## src/rtl/bht_update_queue_pkg.sv

```systemverilog
// Shared core types for the branch-history update path.
// No logic: type and width definitions only.
// No flow control.
package bht_update_queue_pkg;

    // Widest branch PC carried by the shared update record.
    localparam int unsigned CORE_VLEN = 64;

    typedef enum logic {
        JUMP        = 1'b0,
        CONDITIONAL = 1'b1
    } branch_type_t;

    typedef struct packed {
        logic                 valid;
        logic [CORE_VLEN-1:0] pc;
        logic                 taken;
    } bht_update_t;

endpackage

```

## src/rtl/bht_update_queue_if.sv

```systemverilog
// Resolved-branch input bus and BHT update output bus of the update queue.
// Wiring only; no latency.
// The BHT update side uses valid/ready; the resolved side has no backpressure.
interface bht_update_queue_if
    import bht_update_queue_pkg::*;
#(
    parameter int unsigned VLEN = 64
);
    logic             resolved_valid_i;
    logic [VLEN-1:0]  resolved_pc_i;
    logic             resolved_taken_i;
    branch_type_t     resolved_type_i;

    logic             bht_update_valid_o;
    logic [VLEN-1:0]  bht_update_pc_o;
    logic             bht_update_taken_o;
    logic             bht_ready_i;

    // Execute stage and BHT side of the bus.
    modport master (
        output resolved_valid_i, resolved_pc_i, resolved_taken_i, resolved_type_i,
        output bht_ready_i,
        input  bht_update_valid_o, bht_update_pc_o, bht_update_taken_o
    );

    // The queue itself.
    modport slave (
        input  resolved_valid_i, resolved_pc_i, resolved_taken_i, resolved_type_i,
        input  bht_ready_i,
        output bht_update_valid_o, bht_update_pc_o, bht_update_taken_o
    );
endinterface

```

## src/rtl/bht_update_queue_ring.sv

```systemverilog
// Ring storage of {pc, taken} with power-of-two wrapping read/write pointers.
// Write visible at the read port one cycle after push; read is combinational.
// No fullness tracking: the caller only pushes when a slot is free.
module bht_update_ring #(
    parameter int unsigned DEPTH = 4,
    parameter int unsigned VLEN  = 64
) (
    input  logic            clk_i,
    input  logic            rst_ni,
    input  logic            clr_i,
    input  logic            push_i,
    input  logic            pop_i,
    input  logic [VLEN-1:0] wr_pc_i,
    input  logic            wr_taken_i,
    output logic [VLEN-1:0] rd_pc_o,
    output logic            rd_taken_o
);
    localparam int unsigned PW = (DEPTH > 1) ? $clog2(DEPTH) : 1;

    logic [VLEN-1:0]  pc_mem_q [DEPTH];
    logic [DEPTH-1:0] taken_mem_q;
    logic [PW-1:0]    wr_ptr_q, wr_ptr_d;
    logic [PW-1:0]    rd_ptr_q, rd_ptr_d;

    // Pointer advance; clear returns both to slot 0. DEPTH is a power of two, so overflow wraps.
    always_comb begin
        wr_ptr_d = wr_ptr_q;
        rd_ptr_d = rd_ptr_q;
        if (clr_i) begin
            wr_ptr_d = '0;
            rd_ptr_d = '0;
        end else begin
            if (push_i) wr_ptr_d = wr_ptr_q + PW'(1);
            if (pop_i)  rd_ptr_d = rd_ptr_q + PW'(1);
        end
    end

    // Pointer registers.
    always_ff @(posedge clk_i or negedge rst_ni) begin
        if (!rst_ni) begin
            wr_ptr_q <= '0;
            rd_ptr_q <= '0;
        end else begin
            wr_ptr_q <= wr_ptr_d;
            rd_ptr_q <= rd_ptr_d;
        end
    end

    // Entry storage; contents are only observed through occupied slots, so no reset.
    always_ff @(posedge clk_i) begin
        if (push_i && !clr_i) begin
            pc_mem_q[wr_ptr_q]    <= wr_pc_i;
            taken_mem_q[wr_ptr_q] <= wr_taken_i;
        end
    end

    assign rd_pc_o    = pc_mem_q[rd_ptr_q];
    assign rd_taken_o = taken_mem_q[rd_ptr_q];

endmodule

```

## src/rtl/bht_update_queue.sv

```systemverilog
// Buffers resolved conditional-branch outcomes and feeds them to the BHT update port in order.
// One cycle from enqueue to head visibility; no bypass from resolved inputs to outputs.
// BHT ready stalls the head; on a full queue without a pop the new update is dropped and counted.
module bht_update_queue
    import bht_update_queue_pkg::*;
#(
    parameter int unsigned DEPTH = 4,
    parameter int unsigned VLEN  = 64
) (
    input  logic                     clk_i,
    input  logic                     rst_ni,
    input  logic                     flush_bp_i,
    bht_update_queue_if.slave        bq,
    output logic [$clog2(DEPTH):0]   count_o,
    output logic                     drop_o,
    output logic [7:0]               drop_cnt_o
);
    localparam int unsigned CW = $clog2(DEPTH) + 1;

    logic [CW-1:0]   count_q, count_d;
    logic            drop_q, drop_d;
    logic [7:0]      drop_cnt_q, drop_cnt_d;

    logic            push_req, full, head_vld, pop, push;
    logic [VLEN-1:0] rd_pc;
    logic            rd_taken;
    bht_update_t     head;

    // JUMPs never touch the BHT, so they are neither queued nor counted as drops.
    assign push_req = bq.resolved_valid_i && (bq.resolved_type_i == CONDITIONAL);
    assign head_vld = (count_q != '0);
    assign full     = (count_q == CW'(DEPTH));
    // Flush discards both sides of the cycle; a pop frees the slot a same-cycle push needs.
    assign pop      = head_vld && bq.bht_ready_i && !flush_bp_i;
    assign push     = push_req && (!full || pop) && !flush_bp_i;

    bht_update_ring #(
        .DEPTH (DEPTH),
        .VLEN  (VLEN)
    ) u_ring (
        .clk_i      (clk_i),
        .rst_ni     (rst_ni),
        .clr_i      (flush_bp_i),
        .push_i     (push),
        .pop_i      (pop),
        .wr_pc_i    (bq.resolved_pc_i),
        .wr_taken_i (bq.resolved_taken_i),
        .rd_pc_o    (rd_pc),
        .rd_taken_o (rd_taken)
    );

    // Occupancy, drop pulse and saturating drop counter next state.
    always_comb begin
        count_d    = count_q;
        drop_d     = 1'b0;
        drop_cnt_d = drop_cnt_q;
        if (flush_bp_i) begin
            count_d = '0;
        end else begin
            if (push && !pop)      count_d = count_q + CW'(1);
            else if (pop && !push) count_d = count_q - CW'(1);
            drop_d = push_req && full && !pop;
            if (drop_d && (drop_cnt_q != 8'hFF)) drop_cnt_d = drop_cnt_q + 8'd1;
        end
    end

    // Counter and drop-status registers.
    always_ff @(posedge clk_i or negedge rst_ni) begin
        if (!rst_ni) begin
            count_q    <= '0;
            drop_q     <= 1'b0;
            drop_cnt_q <= '0;
        end else begin
            count_q    <= count_d;
            drop_q     <= drop_d;
            drop_cnt_q <= drop_cnt_d;
        end
    end

    // Head record; payload forced to zero when empty so stale slots never leak out.
    always_comb begin
        head       = '0;
        head.valid = head_vld;
        if (head_vld) begin
            head.pc[VLEN-1:0] = rd_pc;
            head.taken        = rd_taken;
        end
    end

    assign bq.bht_update_valid_o = head.valid;
    assign bq.bht_update_pc_o    = head.pc[VLEN-1:0];
    assign bq.bht_update_taken_o = head.taken;

    assign count_o    = count_q;
    assign drop_o     = drop_q;
    assign drop_cnt_o = drop_cnt_q;

endmodule

```

## src/flat_wrapper.sv

```systemverilog
// flat-port wrapper written by rule: the top's interface ports become plain ports
module bht_update_queue_flat import bht_update_queue_pkg::*;
#(
    parameter int unsigned DEPTH = 4,
    parameter int unsigned VLEN  = 64
)
  (clk_i, rst_ni, flush_bp_i, count_o, drop_o, drop_cnt_o, bq_resolved_valid_i, bq_resolved_pc_i, bq_resolved_taken_i, bq_resolved_type_i, bq_bht_ready_i, bq_bht_update_valid_o, bq_bht_update_pc_o, bq_bht_update_taken_o);
  bht_update_queue_if #(.VLEN(VLEN)) bq_i ();
  input  logic clk_i;
  input  logic rst_ni;
  input  logic flush_bp_i;
  output logic [$clog2(DEPTH):0] count_o;
  output logic drop_o;
  output logic [7:0] drop_cnt_o;
  input wire logic [$bits(bq_i.resolved_valid_i)-1:0] bq_resolved_valid_i;
  input wire logic [$bits(bq_i.resolved_pc_i)-1:0] bq_resolved_pc_i;
  input wire logic [$bits(bq_i.resolved_taken_i)-1:0] bq_resolved_taken_i;
  input wire logic [$bits(bq_i.resolved_type_i)-1:0] bq_resolved_type_i;
  input wire logic [$bits(bq_i.bht_ready_i)-1:0] bq_bht_ready_i;
  output wire logic [$bits(bq_i.bht_update_valid_o)-1:0] bq_bht_update_valid_o;
  output wire logic [$bits(bq_i.bht_update_pc_o)-1:0] bq_bht_update_pc_o;
  output wire logic [$bits(bq_i.bht_update_taken_o)-1:0] bq_bht_update_taken_o;
  assign bq_i.resolved_valid_i = bq_resolved_valid_i;
  assign bq_i.resolved_pc_i = bq_resolved_pc_i;
  assign bq_i.resolved_taken_i = bq_resolved_taken_i;
  assign bq_i.resolved_type_i = bq_resolved_type_i;
  assign bq_i.bht_ready_i = bq_bht_ready_i;
  assign bq_bht_update_valid_o = bq_i.bht_update_valid_o;
  assign bq_bht_update_pc_o = bq_i.bht_update_pc_o;
  assign bq_bht_update_taken_o = bq_i.bht_update_taken_o;
  bht_update_queue #(.DEPTH(DEPTH), .VLEN(VLEN)) u_core (.clk_i(clk_i), .rst_ni(rst_ni), .flush_bp_i(flush_bp_i), .bq(bq_i), .count_o(count_o), .drop_o(drop_o), .drop_cnt_o(drop_cnt_o));
endmodule
```

## config.mk

```make
export PLATFORM = sky130hd
export DESIGN_NAME = bht_update_queue_flat
export DESIGN_NICKNAME = d
export VERILOG_FILES = /design/src/rtl/bht_update_queue_pkg.sv /design/src/rtl/bht_update_queue_if.sv /design/src/rtl/bht_update_queue_ring.sv /design/src/rtl/bht_update_queue.sv /design/src/flat_wrapper.sv
export SDC_FILE = /design/constraint.sdc
export NUM_CORES = 1
export LEC_CHECK = 0
export ABC_AREA = 1
export CORE_MARGIN = 5
export CORE_UTILIZATION = 24
export CTS_CLUSTER_SIZE = 10
export DETAILED_ROUTE_END_ITERATION = 8
export GPL_ROUTABILITY_DRIVEN = 0
export HOLD_SLACK_MARGIN = 0.12
export PLACE_DENSITY = 0.37
export SETUP_SLACK_MARGIN = 0.5
export SLEW_MARGIN = 40
export SYNTH_ARGS = -nofsm -noshare
export SYNTH_HDL_FRONTEND = slang
export SYNTH_SLANG_ARGS = --single-unit
```

## constraint.sdc

```tcl
create_clock -name clk_i -period 9.6 [get_ports clk_i]
set_clock_uncertainty 0.2 [all_clocks]
set_input_delay 1.92 -clock clk_i [delete_from_list [all_inputs] [get_ports clk_i]]
set_output_delay 1.92 -clock clk_i [all_outputs]
set_load 0.01 [all_outputs]
```

==> PnR_summary.wiki <==
{| class="wikitable"
! Metric !! Value
|-
| Outcome || finished, final reports clean
|-
| CTS tree || built
|-
| Gr usage total || 11.8%
|-
| Worst vdd ir || 0.148 mV
|-
| Maximum level of the CTS H-tree || 2
|-
| Post-synthesis instance area || 11000 sq um
|-
| Number of antenna violations at the first check in global routing || 1
|-
| Vias in the first global route || 7135
|-
| Final setup TNS || 0 ns
|-
| Post-synthesis sequential element count || 276
|-
| Largest stage delay on the critical path || 0.73 ns
|-
| Leading cell types in the layout, fill and taps excluded || sky130_fd_sc_hd__nor2_1, sky130_fd_sc_hd__edfxtp_1, sky130_fd_sc_hd__clkdlybuf4s50_1
|-
| Worst Max-Slew Pin Slew || 0.732 ns
|-
| Overflow left after global routing || 0
|-
| Cells after Synth || 884
|-
| Max-slew violation count || 0
|-
| Placed Area || 13100 sq um
|-
| Share of the cycle needed by the critical path after routing || 58.7%
|-
| Pre-antenna DRT Iters || 4
|-
| Drt wl/cell || 18.2 um
|-
| Area added between synthesis and finish || 28.2%
|-
| Sequential Area || 8210 sq um
|-
| Detailed-route DRC error count || 0
|-
| Clk_lat worst skew || 0.52 ns
|-
| Min-delay worst type || reg2reg
|-
| Effective utilization at floorplan || 24.3%
|-
| Area share of the leading cell type in the synthesized netlist || 70.9%
|-
| Syn nets || 961
|-
| Die span in y || 224 um
|-
| Final hold viol count || 0
|-
| Wire length after detailed routing || 30.0 mm
|-
| Standard cell with the maximum stage delay on the critical path || sky130_fd_sc_hd__dfrtp_4
|-
| Cell chosen for the clock root || sky130_fd_sc_hd__clkbuf_16
|-
| Leakage power summed over all cells || 4.70 nW
|-
| Antenna violation net count after detailed routing || 0
|-
| Boundary pin count || 149
|-
| Multiplexer area fraction after synthesis || 0%
|-
| Worst Path Required || 7.48 ns
|-
| DPL Wire Length || 16.5 mm
|-
| Total CTS buffers || 35
|-
| GR Util met2 || 19.4%
|-
| Average cell area after synthesis || 12.5 sq um
|-
| Core footprint || 45400 sq um
|-
| Cell area after layout || 14100 sq um
|-
| Final setup vio count || 0
|-
| Hold buffer count at CTS || 0
|-
| Startpoint type of the worst setup path || flip-flop
|-
| Worst setup EP type || output port
|-
| Number of placement rows || 78
|-
| Fraction of the yosys area taken by sequential cells || 74.5%
|-
| Vias/cell || 4.22
|-
| Signal arrival time at the worst endpoint || 3.52 ns
|-
| Number of distinct library cells after synthesis || 29
|-
| Post-synthesis simple-gate area fraction || 11.6%
|-
| Fraction of met1 tracks used by global routing || 15.5%
|-
| Cell Count Post-Placement || 1593
|-
| Synth Area in XOR/XNOR || 0.636%
|-
| Yosys warning count || 0
|-
| Final design utilization || 31.1%
|-
| Category of the critical setup timing path || reg2out
|-
| Area of the multi-input gates || 2490 sq um
|-
| Power Dens Cells || 253 nW/um^2
|-
| Crit-path max FO || 86
|-
| Width of the die || 224 um
|-
| Combinational family with the most area after synthesis || simple AND/OR/NAND/NOR gates
|-
| First-pass GRT wire length || 45.4 mm
|-
| Antenna Cells || 0
|-
| Die footprint || 50300 sq um
|-
| Total clock sinks || 276
|-
| Total design power || 3.58 mW
|-
| Fraction of layout cells with a size suffix above 1 || 7.15%
|-
| Busiest grt layer || met2
|-
| Deepest clock path buffer count || 3
|-
| Maximum capacitance violations || 0
|-
| Met3 global-route usage || 3.33%
|-
| Compound-cell area share of the yosys netlist || 9.34%
|-
| Detailed Route Iter0 Violations || 386
|-
| Max frequency || 0.177 GHz
|-
| Post_cts resized || 0
|-
| Post-CTS setup buffers || 0
|-
| Net total in the final layout || 1107
|-
| # fillers || 4648
|-
| Clock-pin slew on the worst setup and hold paths || 0.06 ns
|-
| Cell breakdown of the critical path || inv_4 > buf_6 > o21ai_1 > a21oi_1 > clkdlybuf4s50_1
|-
| Number of port buffers || 148
|-
| Synthesized-area fraction occupied by adder cells || 0.749%
|-
| Cell taking the most area after synthesis || sky130_fd_sc_hd__edfxtp_1
|-
| Number of cells in the finished layout apart from fillers || 1649
|-
| Total via count in the routed design || 6964
|-
| RSZ-0062 raised after global routing || no
|-
| Synth area leaders || sky130_fd_sc_hd__edfxtp_1, sky130_fd_sc_hd__nor2_1, sky130_fd_sc_hd__o21ai_1, sky130_fd_sc_hd__dfrtp_1, sky130_fd_sc_hd__a21oi_1
|-
| Worst rel slew slack || 51.2%
|-
| Pin count of the biggest net entering global routing || 87
|-
| Time the final worst path needs with I/O delays and setup || 5.64 ns
|-
| Most frequent standard cell in the layout excluding fill and tap cells || sky130_fd_sc_hd__nor2_1
|}
==> path summary, 6_finish.rpt <==
path | startpoint | to | slack (ns) | depth (start not counted)
worst max-delay path | u_core.u_ring.rd_ptr_q[0]$_DFFE_PN0P_ | bq_bht_update_pc_o[50] | 3.96 | 5
max in group asynchronous | rst_ni | u_core.u_ring.rd_ptr_q[0]$_DFFE_PN0P_ | 7.73 | 1
worst min register to register | u_core.drop_cnt_o[1]$_DFFE_PN0P_ | u_core.drop_cnt_o[1]$_DFFE_PN0P_ | 0.34 | 2
worst max register to register | u_core.count_o[2]$_DFFE_PN0P_ | u_core.u_ring.pc_mem_q[1][22]$_DFFE_PP_ | 6.86 | 4
min in group asynchronous | rst_ni | u_core.count_o[0]$_DFFE_PN0P_ | 1.13 | 1
worst min-delay path | u_core.drop_cnt_o[1]$_DFFE_PN0P_ | u_core.drop_cnt_o[1]$_DFFE_PN0P_ | 0.34 | 2
==> synthesized netlist by cell type <==
library cell,count
sky130_fd_sc_hd__inv_4,1
sky130_fd_sc_hd__clkbuf_2,2
sky130_fd_sc_hd__xnor2_1,5
sky130_fd_sc_hd__nand2_2,2
sky130_fd_sc_hd__buf_4,11
sky130_fd_sc_hd__buf_6,1
sky130_fd_sc_hd__dfrtp_1,16
sky130_fd_sc_hd__o21ai_2,1
sky130_fd_sc_hd__nand4_1,1
sky130_fd_sc_hd__inv_1,12
sky130_fd_sc_hd__xor2_1,3
sky130_fd_sc_hd__nor2_1,267
sky130_fd_sc_hd__o21ai_0,42
sky130_fd_sc_hd__clkbuf_1,9
sky130_fd_sc_hd__a21oi_1,68
sky130_fd_sc_hd__ha_1,5
sky130_fd_sc_hd__edfxtp_1,260
sky130_fd_sc_hd__nor3_4,1
sky130_fd_sc_hd__buf_2,27
sky130_fd_sc_hd__nand3_1,10
sky130_fd_sc_hd__clkinv_1,1
sky130_fd_sc_hd__nand2_4,1
sky130_fd_sc_hd__nor2_4,2
sky130_fd_sc_hd__nor3_1,1
sky130_fd_sc_hd__o21ai_1,94
sky130_fd_sc_hd__inv_2,5
sky130_fd_sc_hd__nand3_2,4
sky130_fd_sc_hd__nand2_1,31
sky130_fd_sc_hd__fa_1,1
==> metrics by stage <==
| step | setup WS, ns | hold WS, ns |
|---|---|---|
| after floorplan | 3.84 | 0.314 |
| after global placement | 4.23 | 0.328 |
| after detailed placement | 4.34 | 0.327 |
| after CTS | 3.86 | 0.343 |
| after global routing | 3.69 | 0.376 |
| final | 3.96 | 0.343 |
==> registers in the layout, summed over array words and instances (netlist names) <==
register and flops:
u_core.drop_o 1, u_core.u_ring.wr_ptr_q 2, u_core.u_ring.taken_mem_q 4, u_core.u_ring.pc_mem_q 256, u_core.drop_cnt_o 8, u_core.count_o 3, u_core.u_ring.rd_ptr_q 2
==> power breakdown <==
group | switching (mW) | internal [mW] | leakage (nW)
registers | 0.0544 | 1.36 | 2.55
clock network | 0.476 | 0.708 | 0.491
logic | 0.549 | 0.432 | 1.65
total | 1.08 | 2.50 | 4.70
==> final cells by class <==
| cell class | instances | share of cell area [%] |
|---|---|---|
| Clock buffer | 52 | 7.02 |
| Tap cell | 600 | 5.31 |
| Sequential cell | 276 | 58.1 |
| Timing Repair Buffer | 159 | 11.2 |
| Multi-Input combinational cell | 539 | 17.7 |
| Inverter | 19 | 0.540 |
| Clock inverter | 4 | 0.124 |
==> layer usage <==
metal,vias up,wire length (um)
met3,39,1470
met4,2,470
met2,126,14200
li1,3405,-
met1,3392,13800
met5,-,13
==> critical path: cells and delay by family (launching register included) <==
family          cells  cell delay [ns]
buf+inv             3             1.66
flops               1             0.73
compound gates      2             0.44
==> cells by family after synthesis <==
kind of cell	Yosys count
XOR/XNOR	8
AND/OR/NAND/NOR	320
buffers and inverters	69
flip-flops	276
adder cells (fa/ha/maj)	6
AO/OA/AOI/OAI	205
No activity file was read; power rests on OpenSTA's default activity.
